==> src/rtl/cpu7_imem_responder.sv <==
// ============================================================================
// cpu7_imem_responder
// ----------------------------------------------------------------------------
// Responder end of the IFU instruction-fetch interface. A fetch request is
// accepted with inst_req/inst_addr, one 32-bit word is read from a
// synchronous-read instruction RAM, and the word is returned on
// inst_valid_f/inst_rdata_f after a configurable number of wait states.
// inst_cancel drops an accepted request whose response has not yet been
// presented. Misaligned fetches can optionally be reported as an address
// exception (ADEF).
//
// Optional feature macro:
//   CPU7_IMEM_ALIGN_CHK_EN  when defined, inst_addr[1:0] != 0 is a fetch
//                           fault: no RAM read, inst_ex = 1,
//                           inst_exccode = ADEF, inst_rdata_f = 0.
//                           When undefined, the low address bits are
//                           ignored and every accept issues a RAM read.
//
// Parameters:
//   ADDR_W       RAM word-address width; ram_addr = inst_addr[ADDR_W+1:2].
//                Upper address bits are ignored (the RAM aliases).
//   WAIT_CYCLES  extra cycles between accept and response, legal 0..7.
//   UC_SEG       inst_addr[31:29] value that marks an uncached fetch.
//
// Ports:
//   clk           clock, single domain
//   reset         synchronous, active-high
//   inst_req      fetch request
//   inst_addr     fetch byte address, sampled only in the accept cycle
//   inst_cancel   drop any accepted-but-unreturned request
//   inst_addr_ok  request accepted this cycle if inst_req is high
//   inst_valid_f  response valid
//   inst_rdata_f  instruction word, 0 when not valid or on a fault
//   inst_count    number of words returned (1 when valid, else 0)
//   inst_ex       fetch exception travels with the response
//   inst_exccode  6'h08 (ADEF) when inst_ex, else 0
//   inst_uncache  response came from the UC_SEG segment
//   ram_en        RAM read strobe
//   ram_addr      RAM word address
//   ram_rdata     RAM data, valid the cycle after ram_en
//
// Handshake: a request transfers in every cycle where inst_req and
// inst_addr_ok are both high. The response is a one-cycle pulse on
// inst_valid_f exactly 1+WAIT_CYCLES cycles after the transfer; there is
// no back-pressure on the response side.
// ============================================================================
module cpu7_imem_responder #(
    parameter int         ADDR_W      = 14,
    parameter int         WAIT_CYCLES = 0,
    parameter logic [2:0] UC_SEG      = 3'b101
) (
    input  logic              clk,
    input  logic              reset,
    input  logic              inst_req,
    input  logic [31:0]       inst_addr,
    input  logic              inst_cancel,
    output logic              inst_addr_ok,
    output logic              inst_valid_f,
    output logic [31:0]       inst_rdata_f,
    output logic [1:0]        inst_count,
    output logic              inst_ex,
    output logic [5:0]        inst_exccode,
    output logic              inst_uncache,
    output logic              ram_en,
    output logic [ADDR_W-1:0] ram_addr,
    input  logic [31:0]       ram_rdata
);

    // ------------------------------------------------------------------------
    // Constants
    // ------------------------------------------------------------------------
    // Wait-state count loaded into cnt on accept. The legal range 0..7 fits
    // the 3-bit counter exactly.
    localparam logic [2:0] WAIT_LOAD = 3'(WAIT_CYCLES);
    localparam bit         NO_WAIT   = (WAIT_CYCLES == 0);
    localparam logic [5:0] EXC_ADEF  = 6'h08;

    // ------------------------------------------------------------------------
    // State
    // ------------------------------------------------------------------------
    typedef enum logic [1:0] {
        S_IDLE = 2'd0,
        S_WAIT = 2'd1,
        S_RESP = 2'd2
    } state_t;

    state_t            state;
    logic [2:0]        cnt;
    logic [ADDR_W-1:0] addr_q;   // word address of the accepted fetch
    logic              fault_q;  // accepted fetch was misaligned
    logic              uc_q;     // accepted fetch was in the uncached segment

    // ------------------------------------------------------------------------
    // Request-side decode
    // ------------------------------------------------------------------------
    logic              accept;
    logic              fault;
    logic              uc;
    logic              last_wait;
    logic              resp_on;
    logic [ADDR_W-1:0] req_word;

    // Every inst_addr bit is either decoded or deliberately ignored; this
    // fold keeps the ignored bits (aliasing region, low bits when alignment
    // checking is off) from looking like an oversight.
    logic              unused_addr_bits;
    assign unused_addr_bits = ^inst_addr;

    assign req_word = inst_addr[ADDR_W+1:2];
    assign uc       = (inst_addr[31:29] == UC_SEG);

`ifdef CPU7_IMEM_ALIGN_CHK_EN
    assign fault = (inst_addr[1:0] != 2'b00);
`else
    assign fault = 1'b0;
`endif

    // A request is refused only while a response is still in its wait
    // states; a cancel frees the slot in the same cycle so the IFU can
    // redirect without a bubble. Nothing is accepted during reset.
    always_comb begin
        inst_addr_ok = 1'b0;
        if (!reset) begin
            inst_addr_ok = (state != S_WAIT) || inst_cancel;
        end
    end

    assign accept    = inst_req && inst_addr_ok;
    assign last_wait = (state == S_WAIT) && (cnt == 3'd1);

    // ------------------------------------------------------------------------
    // RAM read port
    // ------------------------------------------------------------------------
    // Zero wait states: the read is launched straight from the request so
    // the data lands in the following (RESP) cycle. With wait states the
    // read is launched from the latched address in the final WAIT cycle, so
    // the RAM is idle for the rest of the wait period. A read launched in a
    // cycle that also sees inst_cancel is simply ignored: the FSM leaves
    // WAIT and never reaches RESP for it.
    always_comb begin
        ram_en   = 1'b0;
        ram_addr = '0;
        if (NO_WAIT) begin
            ram_en   = accept && !fault;
            ram_addr = req_word;
        end else begin
            ram_en   = !reset && last_wait && !fault_q;
            ram_addr = addr_q;
        end
    end

    // ------------------------------------------------------------------------
    // Control FSM
    // ------------------------------------------------------------------------
    // An accept always wins, whatever the current state: from IDLE and RESP
    // this gives back-to-back fetches, and from WAIT it can only happen with
    // inst_cancel, in which case the pending fetch is overwritten by the new
    // one and its response is never presented.
    always_ff @(posedge clk) begin
        if (reset) begin
            state   <= S_IDLE;
            cnt     <= 3'd0;
            addr_q  <= '0;
            fault_q <= 1'b0;
            uc_q    <= 1'b0;
        end else if (accept) begin
            addr_q  <= req_word;
            fault_q <= fault;
            uc_q    <= uc;
            if (NO_WAIT) begin
                state <= S_RESP;
                cnt   <= 3'd0;
            end else begin
                state <= S_WAIT;
                cnt   <= WAIT_LOAD;
            end
        end else begin
            case (state)
                S_WAIT: begin
                    if (inst_cancel) begin
                        // Pending response discarded, no replacement fetch.
                        state <= S_IDLE;
                        cnt   <= 3'd0;
                    end else if (cnt == 3'd1) begin
                        state <= S_RESP;
                        cnt   <= 3'd0;
                    end else begin
                        cnt <= cnt - 3'd1;
                    end
                end
                S_RESP: begin
                    state <= S_IDLE;
                end
                default: begin
                    state <= S_IDLE;
                    cnt   <= 3'd0;
                end
            endcase
        end
    end

    // ------------------------------------------------------------------------
    // Response outputs
    // ------------------------------------------------------------------------
    // The response fields come straight from registered state; only the
    // data word is taken from the RAM output, which is valid in exactly
    // this cycle. A cancel in RESP does not suppress the response: the IFU
    // is expected to kill it on its side. Reset forces every output low even
    // if the FSM was in RESP when reset was raised.
    assign resp_on = !reset && (state == S_RESP);

    always_comb begin
        inst_valid_f = resp_on;
        inst_count   = {1'b0, resp_on};
        inst_ex      = resp_on && fault_q;
        inst_exccode = (resp_on && fault_q) ? EXC_ADEF : 6'h00;
        inst_uncache = resp_on && uc_q;
        inst_rdata_f = (resp_on && !fault_q) ? ram_rdata : 32'h0;
    end

endmodule

==> config.mk <==
export PLATFORM = sky130hd
export DESIGN_NAME = cpu7_imem_responder
export DESIGN_NICKNAME = d
export VERILOG_FILES = /design/src/rtl/cpu7_imem_responder.sv
export SDC_FILE = /design/constraint.sdc
export NUM_CORES = 1
export LEC_CHECK = 0
export CORE_UTILIZATION = 17
export DETAILED_ROUTE_END_ITERATION = 16
export PLACE_DENSITY = 0.87
export REMOVE_ABC_BUFFERS = 1
export SKIP_CTS_REPAIR_TIMING = 1
export SLEW_MARGIN = 20
export SYNTH_ARGS = -nofsm -noshare
export SYNTH_HDL_FRONTEND = slang
export SYNTH_SLANG_ARGS = --single-unit
export TNS_END_PERCENT = 20
==> constraint.sdc <==
create_clock -name clk -period 0.99 [get_ports clk]
set_input_delay 0.198 -clock clk [delete_from_list [all_inputs] [get_ports clk]]
set_output_delay 0.198 -clock clk [all_outputs]
set_load 0.01 [all_outputs]
==> impl_metrics.ini <==
[worst_setup_path]
path_common_cell = sky130_fd_sc_hd__buf_4
r2r_setup_slack_ns = 0.33
cpMaxStageDelayCell = sky130_fd_sc_hd__dfxtp_1
critPathMaxStageDelay_ns = 0.29
cp_data_required_time_ns = 0.79
timing.critical_path.cells = nor2b_4, buf_4, clkbuf_16, buf_4, and2_1, dlymetal6s2s_1
timing.critical_path.arrival_ns = 1.40
reg2reg_depth = 3
setup.worst_path.class = reg -> out
setup.worst_path.start_class = register
timing.critical_path.to_type = primary output
timing.rr.start = uc_q$_SDFFE_PP0P_
worstReg2RegEnd = uc_q$_SDFFE_PP0P_
critical_path.max_fanout = 4

[route]
maxUsedRoutingLayer = met4
detailroute.wirelength.met2_um = 1080
wl_met1_um = 675
detail_route.vias_per_cell = 3.93
routed-via-count = 692
dr_wl_met3_um = 419
detail_route.iter0.violations = 16
routed_wire_length_per_instance_um = 12.5
drt_drc_violations_left = 10
drt_pass1_iterations = 9
drt-total-wl_um = 2210
ant_nets = 0

[cts]
numCtsBuffers = 3
clkLatencyLatePin_ns = 0.22
path_clk_slew_ns = 0.03
clock-sinks = 2
cts_buffer_depth = 2
deepest_level_of_the_cts_h_tree = 1
tritoncts_clock_tree = yes
cts_root_buf = sky130_fd_sc_hd__clkbuf_4

[floorplanning]
coreArea_sq_um = 2850
standard_cell_rows = 19
initial_utilization_pct = 18.5
design.die.area_sq_um = 3330
design.portCount = 127
die-width_um = 57.7
die_height_um = 57.7

[synthesis]
yosysUniqueCellTypes = 12
synth-seq-area-share_pct = 7.58
yosysWarningCount = 0
postSynthAreaPerCell_sq_um = 7.65
syn-instance-count = 69
synth_top_area_cell = sky130_fd_sc_hd__buf_4
yosys_register_bits = 2
yosys_top_cell_area_share_pct = 32.7
post_synth_instance_area_sq_um = 528
synth.top_cells.by_area = sky130_fd_sc_hd__buf_4 (33%), sky130_fd_sc_hd__and2_1 (24%), sky130_fd_sc_hd__and2_2 (18%), sky130_fd_sc_hd__dfxtp_1 (7.6%), sky130_fd_sc_hd__buf_6 (6.4%)

[timing]
period_minus_slack_ns = 1.60
final_max_tran_viols = 0
achievable-frequency_mhz = 626
finalCritPeriodShare_pct = 161
report.final.hold_viol_count = 0
setup_violations = 36
fin_worst_skew_ns = 0
setup_slack_of_the_critical_path_after_layout_ns = -0.607
fin_hold_ws_ns = 0.362
finalSetupTns_ns = -15.30
grt_setup_unrepaired = yes

[cells_and_area]
fillCellCount = 260
layout_commonest_cell = sky130_fd_sc_hd__clkdlybuf4s50_1
finish.net_count = 215
drive_gt1_share_pct = 49.0
design_area_sq_um = 1370
most-common-layout-cells = sky130_fd_sc_hd__clkdlybuf4s50_1 (36), sky130_fd_sc_hd__buf_6 (26), sky130_fd_sc_hd__and2_1 (15)
n_antenna_cell = 0
flow.area_growth_from_synthesis_pct = 160
layoutNonFillerInstCount = 176

[worst_hold_path]
min_delay_worst_endpoint = uc_q$_SDFFE_PP0P_
holdPathStages = 3
hold_class = in -> reg
hold_start = reset

[pwr]
pwr_density_cell_nw_per_um2 = 473
worst_ir_drop_vdd_mv = 0.468
leakage_power_nw = 0.795

[global_route]
grt_pass1_vias = 505
grt_first_pass_wirelength_um = 2290
grt_antenna_before_repair = 0
track_usage_pct = 9.17
grt_start_max_net_pins = 36
global_route.overflow_total = 0

[run]
maxCapViolations = 0

[placed_design]
placed_cell_area_sq_um = 1170
numPortBuffers = 74
globalplace.congestion = 0.597
detailed_place_hpwl_um = 1410
numPlacedInstances = 159

[outcome]
failing_checks = design-rule violations, negative setup slack
status = finished with violations
==> cell usage after synthesis, drive strengths merged <==
library cell	count
buf	26
conb	1
and2	33
dfxtp	2
inv	1
nor2b	1
and2b	2
nand2b	1
nand4b	1
a21oi	1
==> state kept, by name, summed over array words and instances, names as in the netlist <==
register and cells:
uc_q 1, state 1
==> cell type report <==
| type | count | area (sq um) | share of cell area, % |
|---|---|---|---|
| Timing Repair Buffer | 92 | 943 | 68.7 |
| Multi-Input combinational cell | 47 | 324 | 23.6 |
| Sequential cell | 2 | 40.0 | 2.92 |
| Tap cell | 31 | 38.8 | 2.83 |
| Clock buffer | 3 | 22.5 | 1.64 |
| Inverter | 1 | 3.75 | 0.273 |
==> per-stage QoR <==
step           util, %  total power, mW  setup WS, ns
2_1_floorplan        -            0.168        -0.142
3_3_place_gp      41.0            0.409        -0.866
3_5_place_dp      41.0            0.411        -0.898
4_1_cts           41.8            0.600        -0.898
5_1_grt           48.1            0.687        -0.679
6_report          48.1            0.649        -0.607
==> routing by layer <==
layer | GRT usage (%) | vias to the layer above
met5 | 0 | -
met4 | 6.12 | 0
met3 | 8.93 | 4
met2 | 14.5 | 73
met1 | 7.02 | 288
li1 | - | 327
==> worst max-delay path by stage <==
stage | from | cells past startpoint | slack, ns | to
after floorplan | state[1]$_SDFF_PP0_ | 2 | -0.14 | inst_rdata_f[20]
after global placement | reset | 5 | -0.87 | inst_rdata_f[7]
after detailed placement | reset | 5 | -0.90 | inst_rdata_f[7]
after CTS | reset | 5 | -0.90 | inst_rdata_f[7]
after global routing | state[1]$_SDFF_PP0_ | 6 | -0.68 | inst_rdata_f[15]
final | state[1]$_SDFF_PP0_ | 6 | -0.61 | inst_rdata_f[15]
==> where the power goes <==
part | switching [mW] | internal, mW | total (mW)
Sequential | 0.000984 | 0.0845 | 0.0854
Clock | 0.0459 | 0.134 | 0.179
Combinational | 0.113 | 0.271 | 0.384
==> cells by family (layout without fill, tap and decap cells) <==
logic type / count (synthesis) / in the layout / share of synthesized area, %
other cells: 1 / 8 / 0.710
compound gates: 1 / 1 / 0.947
flops: 2 / 2 / 7.58
simple gates: 38 / 38 / 50.9
buf+inv: 27 / 96 / 39.8
==> critical path, delay by kind of cell, from the launching register on <==
| kind | cells | cell delay (ns) |
|---|---|---|
| buffers and inverters | 4 | 0.54 |
| flip-flops | 1 | 0.29 |
| AND/OR/NAND/NOR | 2 | 0.33 |
Power figures use the tool's default switching activity.
